===== config.mk =====
export PLATFORM = sky130hd
export DESIGN_NAME = uart_byte_tx
export DESIGN_NICKNAME = d
export VERILOG_FILES = /design/src/rtl/uart_pkg.sv /design/src/rtl/uart_baud_cnt.sv /design/src/rtl/uart_byte_tx.sv
export SDC_FILE = /design/constraint.sdc
export NUM_CORES = 1
export LEC_CHECK = 0
export ABC_AREA = 1
export CAP_MARGIN = 20
export CORE_MARGIN = 5
export CORE_UTILIZATION = 48
export CTS_CLUSTER_SIZE = 12
export DETAILED_ROUTE_END_ITERATION = 16
export GPL_TIMING_DRIVEN = 0
export PLACE_DENSITY_LB_ADDON = 0.15
export RECOVER_POWER = 100
export SETUP_SLACK_MARGIN = 0.15
export SLEW_MARGIN = 20
export SYNTH_ARGS = -nofsm -noshare
export SYNTH_HDL_FRONTEND = slang
export SYNTH_SLANG_ARGS = --single-unit

===== constraint.sdc =====
create_clock -name i_clk -period 4.7 [get_ports i_clk]
set_clock_uncertainty 0.05 [all_clocks]
set_input_delay 0.94 -clock i_clk [delete_from_list [all_inputs] [get_ports i_clk]]
set_output_delay 0.94 -clock i_clk [all_outputs]
set_load 0.05 [all_outputs]

===== src/rtl/uart_pkg.sv =====
// Shared UART definitions: transmitter state encoding, parity selection
// constants and the bit-timing divisor used by both transmit and receive.
package uart_pkg;

  typedef enum logic [2:0] {
    ST_IDLE,
    ST_START,
    ST_DATA,
    ST_PARITY,
    ST_STOP
  } tx_state_e;

  localparam int unsigned PAR_NONE = 0;
  localparam int unsigned PAR_ODD  = 1;
  localparam int unsigned PAR_EVEN = 2;

  // Clocks per bit, rounded to nearest so both ends land on the same value.
  function automatic int unsigned calc_divisor(input int unsigned clk_freq,
                                               input int unsigned baud);
    return (clk_freq + baud / 2) / baud;
  endfunction

endpackage


===== src/rtl/uart_baud_cnt.sv =====
// Bit-period counter: runs 0..DIV-1 and wraps, with a one-cycle tick on the
// last count. Held at zero while clr is asserted.
module uart_baud_cnt #(
  parameter int unsigned DIV = 217,
  parameter int unsigned CW  = (DIV > 1) ? $clog2(DIV) : 1
) (
  input  logic          clk,
  input  logic          rst,
  input  logic          clr,
  output logic [CW-1:0] cnt,
  output logic          tick
);

  localparam logic [CW-1:0] LAST = CW'(DIV - 1);

  assign tick = (cnt == LAST);

  // Count clocks within the current bit, wrapping on the tick.
  always_ff @(posedge clk) begin
    if (rst || clr) begin
      cnt <= '0;
    end else if (tick) begin
      cnt <= '0;
    end else begin
      cnt <= cnt + CW'(1);
    end
  end

endmodule


===== src/rtl/uart_byte_tx.sv =====
// Byte UART transmitter with a one-entry holding register so consecutive
// bytes leave with no idle gap. Frame: start, 8 data LSB first, optional
// parity, 1 or 2 stop bits. All outputs come straight from flops.
module uart_byte_tx
  import uart_pkg::*;
#(
  parameter int unsigned CLK_FREQ  = 25000000,
  parameter int unsigned BAUD      = 115200,
  parameter int unsigned PARITY    = 0,
  parameter int unsigned STOP_BITS = 1
) (
  input  logic       i_clk,
  input  logic       i_rst,
  input  logic [7:0] i_tx_dat,
  input  logic       i_tx_en,
  output logic       o_tx_ready,
  output logic       o_uart_tx,
  output logic       o_busy,
  output logic       o_tx_done
);

  localparam int unsigned DIVISOR = calc_divisor(CLK_FREQ, BAUD);
  localparam int unsigned CW      = (DIVISOR > 1) ? $clog2(DIVISOR) : 1;
  localparam logic [CW-1:0] CNT_PRE   = CW'(DIVISOR - 2);
  localparam logic [2:0]    LAST_STOP = 3'(STOP_BITS - 1);

  tx_state_e       state, state_n;
  logic [7:0]      shreg, shreg_n;
  logic [2:0]      idx, idx_n;
  logic            par_q, par_n;
  logic [7:0]      hold_dat, hold_dat_n;
  logic            hold_full, hold_full_n;
  logic            ready_n, tx_n, busy_n, done_n;
  logic            accept, load;
  logic [CW-1:0]   cnt;
  logic            tick;

  uart_baud_cnt #(.DIV(DIVISOR), .CW(CW)) u_baud (
    .clk  (i_clk),
    .rst  (i_rst),
    .clr  (state == ST_IDLE),
    .cnt  (cnt),
    .tick (tick)
  );

  // Next-state, holding-register and registered-output decode.
  always_comb begin
    state_n     = state;
    shreg_n     = shreg;
    idx_n       = idx;
    par_n       = par_q;
    hold_dat_n  = hold_dat;
    hold_full_n = hold_full;
    load        = 1'b0;
    accept      = i_tx_en && o_tx_ready;

    unique case (state)
      ST_IDLE: begin
        if (hold_full) load = 1'b1;
      end
      ST_START: begin
        if (tick) begin
          state_n = ST_DATA;
          idx_n   = '0;
        end
      end
      ST_DATA: begin
        if (tick) begin
          if (idx == 3'd7) begin
            state_n = (PARITY != PAR_NONE) ? ST_PARITY : ST_STOP;
            idx_n   = '0;
          end else begin
            idx_n   = idx + 3'd1;
            shreg_n = shreg >> 1;
          end
        end
      end
      ST_PARITY: begin
        if (tick) begin
          state_n = ST_STOP;
          idx_n   = '0;
        end
      end
      ST_STOP: begin
        if (tick) begin
          if (idx == LAST_STOP) begin
            if (hold_full) load = 1'b1;
            else           state_n = ST_IDLE;
          end else begin
            idx_n = idx + 3'd1;
          end
        end
      end
      default: state_n = ST_IDLE;
    endcase

    if (load) begin
      state_n     = ST_START;
      shreg_n     = hold_dat;
      par_n       = (^hold_dat) ^ (PARITY == PAR_ODD);
      hold_full_n = 1'b0;
    end

    if (accept) begin
      hold_dat_n  = i_tx_dat;
      hold_full_n = 1'b1;
    end

    // Ready follows the holding register one clock late, so a byte freed
    // into the shifter re-opens the handshake on the following edge.
    ready_n = accept ? 1'b0 : !hold_full;

    unique case (state_n)
      ST_START:  tx_n = 1'b0;
      ST_DATA:   tx_n = shreg_n[0];
      ST_PARITY: tx_n = par_n;
      default:   tx_n = 1'b1;
    endcase

    busy_n = (state_n != ST_IDLE);
    // Registered one clock early so the pulse lands in the final stop clock.
    done_n = (state == ST_STOP) && (cnt == CNT_PRE) && (idx == LAST_STOP);
  end

  // State and output registers.
  always_ff @(posedge i_clk) begin
    if (i_rst) begin
      state      <= ST_IDLE;
      shreg      <= '0;
      idx        <= '0;
      par_q      <= 1'b0;
      hold_dat   <= '0;
      hold_full  <= 1'b0;
      o_tx_ready <= 1'b1;
      o_uart_tx  <= 1'b1;
      o_busy     <= 1'b0;
      o_tx_done  <= 1'b0;
    end else begin
      state      <= state_n;
      shreg      <= shreg_n;
      idx        <= idx_n;
      par_q      <= par_n;
      hold_dat   <= hold_dat_n;
      hold_full  <= hold_full_n;
      o_tx_ready <= ready_n;
      o_uart_tx  <= tx_n;
      o_busy     <= busy_n;
      o_tx_done  <= done_n;
    end
  end

endmodule


==> metrics.txt, run 1 <==
# TYPE chip_impl_metric gauge
chip_impl_metric{name="route.detailed.drc",unit=""} 0
chip_impl_info{name="status",value="finished clean"} 1
chip_impl_info{name="rsz_0062_raised_after_global_routing",value="false"} 1
chip_impl_info{name="start_kind",value="flip-flop"} 1
chip_impl_metric{name="fraction_of_layout_cells_with_a_size_suffix_above_1",unit="%"} 4.33
chip_impl_metric{name="final-setup-viol-count",unit=""} 0
chip_impl_metric{name="cell_count_after_synthesis",unit=""} 279
chip_impl_metric{name="slew_of_the_pin_with_the_lowest_slew_margin",unit="ns"} 0.530
chip_impl_metric{name="grt_use_total",unit="%"} 16.5
chip_impl_info{name="ys_top_cells_by_area",value="sky130_fd_sc_hd__dfxtp_1 38%, sky130_fd_sc_hd__nand2_1 17%, sky130_fd_sc_hd__inv_1 7.8%, sky130_fd_sc_hd__nand3_1 7.5%, sky130_fd_sc_hd__a21oi_1 6.1%"} 1
chip_impl_metric{name="clock_tree.htree_level_count",unit=""} 2
chip_impl_metric{name="postSynthRegisterBits",unit=""} 36
chip_impl_metric{name="power_density",unit="mW/mm^2"} 317
chip_impl_info{name="cp_slowest_cell",value="sky130_fd_sc_hd__dlygate4sd3_1"} 1
chip_impl_metric{name="fin_util",unit="%"} 57.9
chip_impl_metric{name="cp_data_arrival_time",unit="ns"} 1.48
chip_impl_metric{name="final_cell_area",unit="sq mm"} 0.00215
chip_impl_metric{name="worst_slew_margin_rel",unit="%"} 64.6
chip_impl_metric{name="fraction_of_the_yosys_area_taken_by_sequential_cells",unit="%"} 38.4
chip_impl_metric{name="worst_hold_path.num_cells",unit=""} 1
chip_impl_info{name="tritoncts",value="yes"} 1
chip_impl_metric{name="yosys.area.top_type_share",unit="%"} 38.4
chip_impl_metric{name="drtIter0Drc",unit=""} 119
chip_impl_metric{name="antenna_found_initial",unit=""} 0
chip_impl_metric{name="floorplan.die.height",unit="um"} 72.6
chip_impl_metric{name="crit_cells",unit=""} 1
chip_impl_metric{name="finalHoldViolCount",unit=""} 0
chip_impl_metric{name="maxCapViolations",unit=""} 0
chip_impl_metric{name="worstSkewPairLatency",unit="ns"} 0.29
chip_impl_metric{name="post_cts_hold_buffer_count",unit=""} 0
chip_impl_metric{name="grt_overflow",unit=""} 0
chip_impl_metric{name="timing.final.crit_share",unit="%"} 52.6
chip_impl_metric{name="cts_post_setup_buffers_inserted",unit=""} 0
chip_impl_metric{name="tritoncts_num_sinks",unit=""} 36
chip_impl_metric{name="post-layout-total-power",unit="uW"} 682
chip_impl_metric{name="port_buffers",unit=""} 14
chip_impl_metric{name="critical-path-max-stage-delay",unit="ns"} 0.87
chip_impl_metric{name="vdd.ir_drop.worst",unit="V"} 0.000145
chip_impl_metric{name="synth_xor_xnor_area_share",unit="%"} 0.466
chip_impl_metric{name="dr_total_vias",unit=""} 1753
chip_impl_metric{name="cp.buffers_inverters",unit=""} 1
chip_impl_metric{name="post_dp_area",unit="sq mm"} 0.00208
chip_impl_metric{name="synth_area_per_inst",unit="sq um"} 6.73
chip_impl_metric{name="floorplan.die_area",unit="sq mm"} 0.00526
chip_impl_metric{name="placementRows",unit=""} 22
chip_impl_info{name="min_delay_path_class",value="reg2reg"} 1
chip_impl_metric{name="cts_resized",unit=""} 0
chip_impl_metric{name="final.min_clock_period",unit="ns"} 2.47
chip_impl_metric{name="grt_pass1_wl",unit="um"} 6790
chip_impl_metric{name="floorplan.initialDensity",unit="%"} 50.5
chip_impl_metric{name="critical_path.max_fanout",unit=""} 2
chip_impl_metric{name="synth.net_count",unit=""} 295
chip_impl_info{name="cp_top_family",value="buffers and inverters"} 1
chip_impl_metric{name="grt_pass1_vias",unit=""} 1653
chip_impl_metric{name="timing.final.max_slew_violations",unit=""} 0
chip_impl_metric{name="grt_start_max_net_pins",unit=""} 11
chip_impl_metric{name="place.detailed.hpwl",unit="um"} 2940
chip_impl_metric{name="final_antenna_net_count",unit=""} 0
chip_impl_metric{name="synthDistinctLibCells",unit=""} 23
chip_impl_metric{name="area_fraction_in_compound_gates_after_synthesis",unit="%"} 11.7
chip_impl_info{name="critPathCaptureType",value="primary output"} 1
chip_impl_metric{name="cts.reportedPaths.clkPinSlew",unit="ns"} 0.07
chip_impl_metric{name="ff2ff_path_depth",unit=""} 8
chip_impl_metric{name="cp.required",unit="ns"} 3.71
chip_impl_metric{name="via_per_inst",unit=""} 5.04
chip_impl_metric{name="placer_congestion_estimate",unit=""} 0.921
chip_impl_metric{name="leakage",unit="nW"} 0.991
chip_impl_metric{name="synth-warning-count",unit=""} 0
chip_impl_metric{name="mappedNetlistArea",unit="sq mm"} 0.00188
chip_impl_metric{name="floorplan.core_area",unit="sq mm"} 0.00372
chip_impl_metric{name="placed_cells",unit=""} 341
chip_impl_info{name="netlist.top_cell.by_area",value="sky130_fd_sc_hd__dfxtp_1"} 1
chip_impl_metric{name="post_synthesis_share_of_cell_area_spent_on_and_or_nand_and_nor_gates",unit="%"} 36.0
chip_impl_metric{name="max_freq",unit="MHz"} 405
chip_impl_metric{name="die_w",unit="um"} 72.6
chip_impl_metric{name="timing.setup.tns",unit="ns"} 0
chip_impl_metric{name="yosys-mux-area-fraction",unit="%"} 0
chip_impl_metric{name="nets",unit=""} 316
chip_impl_info{name="timing.critical_path.cells",value="dlygate4sd3_1"} 1
chip_impl_metric{name="syn2layout_area_growth",unit="%"} 14.5
chip_impl_metric{name="insertedDiodeCount",unit=""} 0
chip_impl_info{name="criticalPathCategory",value="reg2out"} 1
chip_impl_info{name="cts_root_buf",value="sky130_fd_sc_hd__clkbuf_8"} 1
chip_impl_metric{name="finalWirelength",unit="um"} 3860
chip_impl_metric{name="cts_buffers",unit=""} 5
chip_impl_metric{name="detailedRoute.firstPassIterationCount",unit=""} 5
chip_impl_metric{name="instances_no_fill",unit=""} 348
chip_impl_info{name="synth_top_family_by_area",value="simple AND/OR/NAND/NOR gates"} 1
chip_impl_metric{name="cts.path.max_buffers",unit=""} 2
chip_impl_metric{name="avgRoutedWirePerCell",unit="um"} 11.1
chip_impl_metric{name="ios",unit=""} 15
chip_impl_metric{name="post_synth_fa_ha_maj_area_fraction",unit="%"} 3.33
## cells in the mapped netlist
cell type                   n
sky130_fd_sc_hd__o21ai_0   18
sky130_fd_sc_hd__nand3_1   28
sky130_fd_sc_hd__nor3b_1    1
sky130_fd_sc_hd__xor2_1     1
sky130_fd_sc_hd__nor2_4     1
sky130_fd_sc_hd__nand2_2    1
sky130_fd_sc_hd__nand2_1   84
sky130_fd_sc_hd__clkbuf_1   3
sky130_fd_sc_hd__nor4_1     1
sky130_fd_sc_hd__nor2_1    22
sky130_fd_sc_hd__inv_1     39
sky130_fd_sc_hd__buf_6      1
sky130_fd_sc_hd__ha_1       5
sky130_fd_sc_hd__nand3b_1   2
sky130_fd_sc_hd__nand3_4    2
sky130_fd_sc_hd__nor2_8     1
sky130_fd_sc_hd__a21oi_1   23
sky130_fd_sc_hd__buf_12     1
sky130_fd_sc_hd__nand2_4    1
sky130_fd_sc_hd__dfxtp_1   36
sky130_fd_sc_hd__o21ai_1    3
sky130_fd_sc_hd__nor3_1     4
sky130_fd_sc_hd__nand4_1    1
## placed cells by master, fill, tap and decap left out
cell type,instances
sky130_fd_sc_hd__nand2_4,1
sky130_fd_sc_hd__nand2_1,84
sky130_fd_sc_hd__clkbuf_8,7
sky130_fd_sc_hd__xor2_1,1
sky130_fd_sc_hd__nand3_4,2
sky130_fd_sc_hd__ha_1,5
sky130_fd_sc_hd__nor3_1,4
sky130_fd_sc_hd__dlygate4sd3_1,5
sky130_fd_sc_hd__a21oi_1,23
sky130_fd_sc_hd__nand3_1,28
sky130_fd_sc_hd__o21ai_1,1
sky130_fd_sc_hd__nor4_1,1
sky130_fd_sc_hd__nor2_4,1
sky130_fd_sc_hd__dfxtp_1,36
sky130_fd_sc_hd__nor2_1,23
sky130_fd_sc_hd__o21ai_0,20
sky130_fd_sc_hd__nand3b_1,2
sky130_fd_sc_hd__nand4_1,1
sky130_fd_sc_hd__inv_1,39
sky130_fd_sc_hd__buf_12,1
sky130_fd_sc_hd__nand2_2,1
sky130_fd_sc_hd__clkbuf_1,4
sky130_fd_sc_hd__nor3b_1,1
sky130_fd_sc_hd__clkdlybuf4s50_1,9
## path summary, 6_finish.rpt
| kind | start | end | slack, ns |
|---|---|---|---|
| min | u_baud.cnt[0]$_SDFF_PP0_ | u_baud.cnt[0]$_SDFF_PP0_ | 0.42 |
| max | o_tx_ready$_SDFF_PP1_ | o_tx_ready | 2.23 |
| max reg2reg | u_baud.cnt[0]$_SDFF_PP0_ | idx[0]$_SDFFE_PP0P_ | 2.63 |
| min reg2reg | u_baud.cnt[0]$_SDFF_PP0_ | u_baud.cnt[0]$_SDFF_PP0_ | 0.42 |
## per-stage QoR
stage	setup WS (ns)	hold WS, ns
3_3_place_gp	2.20	0.400
3_5_place_dp	2.21	0.412
5_1_grt	2.19	0.463
2_1_floorplan	3.02	0.380
4_1_cts	2.28	0.427
6_report	2.23	0.419
## logic make-up (layout without fill, tap and decap cells)
| kind of cell | after synthesis | after routing |
|---|---|---|
| AO/OA/AOI/OAI | 44 | 44 |
| AND/OR/NAND/NOR | 149 | 149 |
| flip-flops | 36 | 36 |
| adder cells (fa/ha/maj) | 5 | 5 |
| buffers and inverters | 44 | 65 |
| XOR/XNOR | 1 | 1 |
## where the power goes
part / switching (mW) / leakage [nW] / internal [mW]
clock network: 0.110 / 0.0503 / 0.131
logic: 0.0671 / 0.646 / 0.0409
registers: 0.00960 / 0.294 / 0.324
total: 0.187 / 0.991 / 0.495
## flip-flops by register name (all words and copies together) (netlist names)
register,flops
idx,3
par_q,1
hold_dat,8
u_baud.cnt,8
hold_full,1
shreg,8
o_tx_ready,1
o_uart_tx,1
state,3
o_busy,1
o_tx_done,1
## per-layer routing
layer  up-vias  wire, um  GRT usage (%)
met1       780      1630           18.1
li1        928         -              -
met2        36      1930           29.5
met4         0        90           6.56
met5         -         0              0
met3         9       205           4.99
## layout make-up
class / count / area [sq um]
multi-input cells: 199 / 952
flip-flops and latches: 36 / 721
inverters: 39 / 146
fillers: 386 / 1570
clock buffers: 7 / 96.3
repair buffers: 14 / 140
plain buffers: 5 / 35.0
well taps: 48 / 60.1
Power figures use the tool's default switching activity.
==> run 2: changes to the inputs <==
Clock period 4.7 ns to 2.2 ns, I/O delays scaled along.
==> metrics.txt, run 2 (synthesized netlist as in run 1, its figures left out) <==
# TYPE chip_impl_metric gauge
chip_impl_metric{name="vdd.ir_drop.worst",unit="V"} 0.000309
chip_impl_info{name="critPathCaptureType",value="primary output"} 1
chip_impl_metric{name="final_cell_area",unit="sq mm"} 0.00216
chip_impl_metric{name="cts.reportedPaths.clkPinSlew",unit="ns"} 0.07
chip_impl_metric{name="final-setup-viol-count",unit=""} 0
chip_impl_info{name="tritoncts",value="yes"} 1
chip_impl_metric{name="post_cts_hold_buffer_count",unit=""} 0
chip_impl_metric{name="placementRows",unit=""} 22
chip_impl_metric{name="timing.final.crit_share",unit="%"} 89.5
chip_impl_metric{name="timing.final.max_slew_violations",unit=""} 0
chip_impl_info{name="status",value="finished clean"} 1
chip_impl_metric{name="slew_of_the_pin_with_the_lowest_slew_margin",unit="ns"} 0.503
chip_impl_metric{name="floorplan.initialDensity",unit="%"} 50.5
chip_impl_metric{name="placer_congestion_estimate",unit=""} 0.921
chip_impl_metric{name="cts_resized",unit=""} 0
chip_impl_metric{name="route.detailed.drc",unit=""} 0
chip_impl_metric{name="grt_use_total",unit="%"} 16.5
chip_impl_info{name="final_cell_mix",value="84 x sky130_fd_sc_hd__nand2_1, 39 x sky130_fd_sc_hd__inv_1, 36 x sky130_fd_sc_hd__dfxtp_1"} 1
chip_impl_metric{name="via_per_inst",unit=""} 5.03
chip_impl_metric{name="dr_total_vias",unit=""} 1751
chip_impl_info{name="cp_top_family",value="buffers and inverters"} 1
chip_impl_metric{name="avgRoutedWirePerCell",unit="um"} 11.1
chip_impl_metric{name="floorplan.die_area",unit="sq mm"} 0.00526
chip_impl_metric{name="grt_util_met1",unit="%"} 18.1
chip_impl_info{name="mostFrequentLayoutCell",value="sky130_fd_sc_hd__nand2_1"} 1
chip_impl_metric{name="syn2layout_area_growth",unit="%"} 15.1
chip_impl_info{name="globalRoute.busiestLayer",value="met2"} 1
chip_impl_info{name="cp_slowest_cell",value="sky130_fd_sc_hd__dlygate4sd3_1"} 1
chip_impl_metric{name="finalWirelength",unit="um"} 3860
chip_impl_metric{name="cp.buffers_inverters",unit=""} 1
chip_impl_metric{name="ff_to_ff_setup_slack",unit="ns"} 0.48
chip_impl_metric{name="max_freq",unit="MHz"} 508
chip_impl_info{name="rsz_0062_raised_after_global_routing",value="false"} 1
chip_impl_info{name="largest_registers",value="hold_dat x8, shreg x8, u_baud.cnt x8"} 1
chip_impl_metric{name="tightest_hold_margin",unit="ns"} 0.419
chip_impl_metric{name="die_w",unit="um"} 72.6
chip_impl_metric{name="tritoncts_num_sinks",unit=""} 36
chip_impl_metric{name="detailedRoute.firstPassIterationCount",unit=""} 4
chip_impl_metric{name="grt_pass1_vias",unit=""} 1653
chip_impl_metric{name="critical_path.max_fanout",unit=""} 2
chip_impl_metric{name="clock_tree.htree_level_count",unit=""} 2
chip_impl_metric{name="insertedDiodeCount",unit=""} 0
chip_impl_info{name="min_delay_path_class",value="reg2reg"} 1
chip_impl_metric{name="grt_pass1_wl",unit="um"} 6790
chip_impl_metric{name="floorplan.core_area",unit="sq mm"} 0.00372
chip_impl_metric{name="post_dp_area",unit="sq mm"} 0.00208
chip_impl_metric{name="port_buffers",unit=""} 14
chip_impl_metric{name="place.detailed.hpwl",unit="um"} 2940
chip_impl_metric{name="worstSkewPairLatency",unit="ns"} 0.29
chip_impl_metric{name="fraction_of_layout_cells_with_a_size_suffix_above_1",unit="%"} 4.67
chip_impl_info{name="cts_root_buf",value="sky130_fd_sc_hd__clkbuf_8"} 1
chip_impl_metric{name="worst_slew_margin_rel",unit="%"} 66.4
chip_impl_metric{name="cts.path.max_buffers",unit=""} 2
chip_impl_metric{name="finalHoldViolCount",unit=""} 0
chip_impl_metric{name="reg_area",unit="sq um"} 721
chip_impl_metric{name="global_route.usage.met2",unit="%"} 29.5
chip_impl_metric{name="drtIter0Drc",unit=""} 117
chip_impl_info{name="start_kind",value="flip-flop"} 1
chip_impl_metric{name="critical-path-max-stage-delay",unit="ns"} 0.87
chip_impl_metric{name="cts_buffers",unit=""} 5
chip_impl_metric{name="multi_input_gate_area_in_the_final_layout",unit="sq um"} 956
chip_impl_metric{name="final.min_clock_period",unit="ns"} 1.97
chip_impl_metric{name="leakage",unit="nW"} 1.03
chip_impl_metric{name="final_antenna_net_count",unit=""} 0
chip_impl_metric{name="grt_overflow",unit=""} 0
chip_impl_metric{name="nets",unit=""} 316
chip_impl_metric{name="cp_data_arrival_time",unit="ns"} 1.48
chip_impl_info{name="criticalPathCategory",value="reg2out"} 1
chip_impl_metric{name="global_route.usage.met3",unit="%"} 4.99
chip_impl_metric{name="power_density",unit="mW/mm^2"} 673
chip_impl_metric{name="antenna_found_initial",unit=""} 0
chip_impl_metric{name="cts_post_setup_buffers_inserted",unit=""} 0
chip_impl_metric{name="floorplan.die.height",unit="um"} 72.6
chip_impl_metric{name="timing.setup.tns",unit="ns"} 0
chip_impl_info{name="timing.critical_path.cells",value="dlygate4sd3_1"} 1
chip_impl_metric{name="maxCapViolations",unit=""} 0
chip_impl_metric{name="ios",unit=""} 15
chip_impl_metric{name="grt_start_max_net_pins",unit=""} 11
chip_impl_metric{name="cp.required",unit="ns"} 1.71
chip_impl_metric{name="final.fill_count",unit=""} 385
run 2: report_power, final:
group / internal, mW / switching [mW] / total, mW / leakage, nW
Sequential: 0.691 / 0.0205 / 0.712 / 0.294
Clock: 0.279 / 0.235 / 0.514 / 0.0503
Combinational: 0.0871 / 0.143 / 0.230 / 0.681
run 2: layer usage:
metal	vias to the layer above	share of wire, %
li1	925	-
met5	-	0
met4	0	2.3
met3	9	5.9
met2	35	49
met1	782	43
run 2: area by class of cell:
| type | instances | area share, % |
|---|---|---|
| Clock buffer | 7 | 4.46 |
| Multi-Input combinational cell | 199 | 44.2 |
| Inverter | 39 | 6.77 |
| Sequential cell | 36 | 33.3 |
| Buffer | 5 | 1.97 |
| Timing Repair Buffer | 14 | 6.48 |
| Tap cell | 48 | 2.78 |
run 2: final timing paths:
| kind | startpoint | to | cells past startpoint |
|---|---|---|---|
| hold reg to reg | u_baud.cnt[0]$_SDFF_PP0_ | u_baud.cnt[0]$_SDFF_PP0_ | 1 |
| setup reg to reg | idx[0]$_SDFFE_PP0P_ | shreg[4]$_SDFFE_PP0P_ | 8 |
| setup / recovery | o_tx_ready$_SDFF_PP1_ | o_tx_ready | 1 |
| hold / removal | u_baud.cnt[0]$_SDFF_PP0_ | u_baud.cnt[0]$_SDFF_PP0_ | 1 |
run 2: through the flow:
step / power (mW) / std cells / setup WS (ns) / utilization (%)
3_5_place_dp: 0.962 / 341 / 0.206 / 55.9
2_1_floorplan: 0.893 / 279 / 0.692 / -
5_1_grt: 1.53 / 348 / 0.191 / 58.2
4_1_cts: 1.48 / 348 / 0.279 / 58.5
6_report: 1.46 / 348 / 0.230 / 58.2
3_3_place_gp: 0.957 / 341 / 0.197 / 55.9
==> run 3: changes to the inputs <==
Settings changed: CELL_PAD_IN_SITES_DETAIL_PLACEMENT from default to 0, CELL_PAD_IN_SITES_GLOBAL_PLACEMENT from default to 1, CORE_UTILIZATION 48 to 37.
==> metrics.txt, run 3 (synthesized netlist as in run 1, its figures left out) <==
# TYPE chip_impl_metric gauge
chip_impl_info{name="status",value="finished clean"} 1
chip_impl_metric{name="placementRows",unit=""} 26
chip_impl_metric{name="cp_data_arrival_time",unit="ns"} 1.48
chip_impl_metric{name="cts_buffers",unit=""} 5
chip_impl_metric{name="drtIter0Drc",unit=""} 81
chip_impl_metric{name="timing.final.crit_share",unit="%"} 89.4
chip_impl_metric{name="syn2layout_area_growth",unit="%"} 15.2
chip_impl_metric{name="grt_overflow",unit=""} 0
chip_impl_metric{name="finalWirelength",unit="um"} 4240
chip_impl_metric{name="post-layout-total-power",unit="mW"} 1.43
chip_impl_info{name="criticalPathCategory",value="reg2out"} 1
chip_impl_metric{name="multi_input_gate_area_in_the_final_layout",unit="sq um"} 936
chip_impl_info{name="mostFrequentLayoutCell",value="sky130_fd_sc_hd__nand2_1"} 1
chip_impl_metric{name="cts.reportedPaths.clkPinSlew",unit="ns"} 0.07
chip_impl_info{name="tritoncts",value="yes"} 1
chip_impl_info{name="timing.critical_path.cells",value="dlygate4sd3_1"} 1
chip_impl_metric{name="floorplan.die_area",unit="sq mm"} 0.00660
chip_impl_metric{name="post_cts_hold_buffer_count",unit=""} 0
chip_impl_metric{name="floorplan.die.height",unit="um"} 81.2
chip_impl_metric{name="worst_slew_margin_rel",unit="%"} 63.6
chip_impl_metric{name="final.min_clock_period",unit="ns"} 1.97
chip_impl_metric{name="timing.setup.tns",unit="ns"} 0
chip_impl_metric{name="switching_share",unit="%"} 27.7
chip_impl_metric{name="detailedRoute.firstPassIterationCount",unit=""} 4
chip_impl_metric{name="floorplan.core_area",unit="sq mm"} 0.00501
chip_impl_metric{name="fraction_of_layout_cells_with_a_size_suffix_above_1",unit="%"} 3.65
chip_impl_metric{name="maxCapViolations",unit=""} 0
chip_impl_metric{name="floorplan.initialDensity",unit="%"} 37.5
chip_impl_metric{name="fin_util",unit="%"} 43.2
chip_impl_metric{name="detailed_route_wirelength_on_metal2",unit="um"} 2130
chip_impl_metric{name="power.combinational.fraction",unit="%"} 16.1
chip_impl_metric{name="vdd.ir_drop.worst",unit="V"} 0.000271
chip_impl_metric{name="tightest_hold_margin",unit="ns"} 0.425
chip_impl_metric{name="cts_post_setup_buffers_inserted",unit=""} 0
chip_impl_metric{name="switching_power",unit="uW"} 396
chip_impl_metric{name="final_antenna_net_count",unit=""} 0
chip_impl_info{name="start_kind",value="flip-flop"} 1
chip_impl_info{name="cts_root_buf",value="sky130_fd_sc_hd__clkbuf_8"} 1
chip_impl_metric{name="place.detailed.hpwl",unit="um"} 3240
chip_impl_metric{name="final-setup-viol-count",unit=""} 0
chip_impl_metric{name="cts.path.max_buffers",unit=""} 2
chip_impl_metric{name="grt_pass1_wl",unit="um"} 7410
chip_impl_metric{name="avgRoutedWirePerCell",unit="um"} 11.4
chip_impl_info{name="min_delay_path_class",value="reg2reg"} 1
chip_impl_info{name="critPathCaptureType",value="primary output"} 1
chip_impl_metric{name="worstSkewPairLatency",unit="ns"} 0.29
chip_impl_info{name="maxUsedRoutingLayer",value="met4"} 1
chip_impl_info{name="largest_registers",value="hold_dat x8, shreg x8, u_baud.cnt x8"} 1
chip_impl_metric{name="dr_wl_met3",unit="um"} 125
chip_impl_metric{name="tritoncts_num_sinks",unit=""} 36
chip_impl_metric{name="timing.final.max_slew_violations",unit=""} 0
chip_impl_metric{name="reg_area",unit="sq um"} 721
chip_impl_metric{name="nets",unit=""} 316
chip_impl_metric{name="power.clock.fraction",unit="%"} 34.0
chip_impl_metric{name="power_density",unit="mW/mm^2"} 661
chip_impl_metric{name="clock_tree.htree_level_count",unit=""} 2
chip_impl_metric{name="grt_start_max_net_pins",unit=""} 11
chip_impl_metric{name="cp.required",unit="ns"} 1.71
chip_impl_metric{name="leakage",unit="nW"} 1.02
chip_impl_metric{name="antenna_found_initial",unit=""} 0
chip_impl_metric{name="placer_congestion_estimate",unit=""} 0.786
chip_impl_metric{name="p_seq_share",unit="%"} 49.9
chip_impl_metric{name="route.detailed.drc",unit=""} 0
chip_impl_metric{name="ios",unit=""} 15
chip_impl_info{name="final_cell_mix",value="85 x sky130_fd_sc_hd__nand2_1, 39 x sky130_fd_sc_hd__inv_1, 36 x sky130_fd_sc_hd__dfxtp_1"} 1
chip_impl_metric{name="insertedDiodeCount",unit=""} 0
chip_impl_metric{name="cp.buffers_inverters",unit=""} 1
chip_impl_metric{name="p_int",unit="mW"} 1.03
chip_impl_metric{name="grt_use_total",unit="%"} 14.5
chip_impl_metric{name="route.layer.met1.wl",unit="um"} 1940
chip_impl_info{name="rsz_0062_raised_after_global_routing",value="false"} 1
chip_impl_metric{name="finalHoldViolCount",unit=""} 0
chip_impl_metric{name="cts_resized",unit=""} 0
chip_impl_metric{name="die_w",unit="um"} 81.2
chip_impl_metric{name="grt_pass1_vias",unit=""} 1705
chip_impl_info{name="cp_slowest_cell",value="sky130_fd_sc_hd__dlygate4sd3_1"} 1
chip_impl_metric{name="via_per_inst",unit=""} 4.64
chip_impl_metric{name="final.fill_count",unit=""} 573
chip_impl_metric{name="dr_total_vias",unit=""} 1721
chip_impl_metric{name="max_freq",unit="MHz"} 508
chip_impl_info{name="cp_top_family",value="buffers and inverters"} 1
chip_impl_metric{name="critical_path.max_fanout",unit=""} 2
chip_impl_metric{name="critical-path-max-stage-delay",unit="ns"} 0.87
chip_impl_metric{name="slew_of_the_pin_with_the_lowest_slew_margin",unit="ns"} 0.547
chip_impl_metric{name="port_buffers",unit=""} 14
[run 3: routing by layer]
metal / global-route usage [%] / vias to the layer above
li1: - / 928
met1: 16.0 / 766
met2: 27.5 / 21
met3: 2.99 / 6
met4: 4.56 / 0
met5: 0 / -
[run 3: layout make-up]
class                      instances  area share, %
multi-input combinational        199           43.3
sequential                        36           33.3
inverter                          39           6.77
timing repair buffer              14           6.48
clock buffer                       8           4.16
tap                               70           4.05
buffer                             5           1.97
[run 3: per-stage QoR]
step / cell area [sq um] / setup slack [ns] / std cells
floorplan: 1880 / 0.692 / 279
global placement: 2110 / 0.0871 / 363
detailed placement: 2110 / 0.153 / 363
CTS: 2200 / 0.281 / 371
global route: 2160 / 0.187 / 371
finish: 2160 / 0.233 / 371
[run 3: final timing paths]
path | start | end | slack, ns | cells after the start
hold / removal | u_baud.cnt[0]$_SDFF_PP0_ | u_baud.cnt[0]$_SDFF_PP0_ | 0.43 | 1
setup / recovery | o_tx_ready$_SDFF_PP1_ | o_tx_ready | 0.23 | 1
hold reg to reg | u_baud.cnt[0]$_SDFF_PP0_ | u_baud.cnt[0]$_SDFF_PP0_ | 0.43 | 1
setup reg to reg | u_baud.cnt[0]$_SDFF_PP0_ | shreg[5]$_SDFFE_PP0P_ | 0.34 | 9
[run 3: power groups by stage]
stage | Clock, mW | Sequential (mW) | Combinational, mW
2_1_floorplan | 0 | 0.742 | 0.151
3_3_place_gp | 0 | 0.727 | 0.239
3_5_place_dp | 0 | 0.728 | 0.239
4_1_cts | 0.501 | 0.714 | 0.240
5_1_grt | 0.531 | 0.717 | 0.266
6_report | 0.486 | 0.713 | 0.230
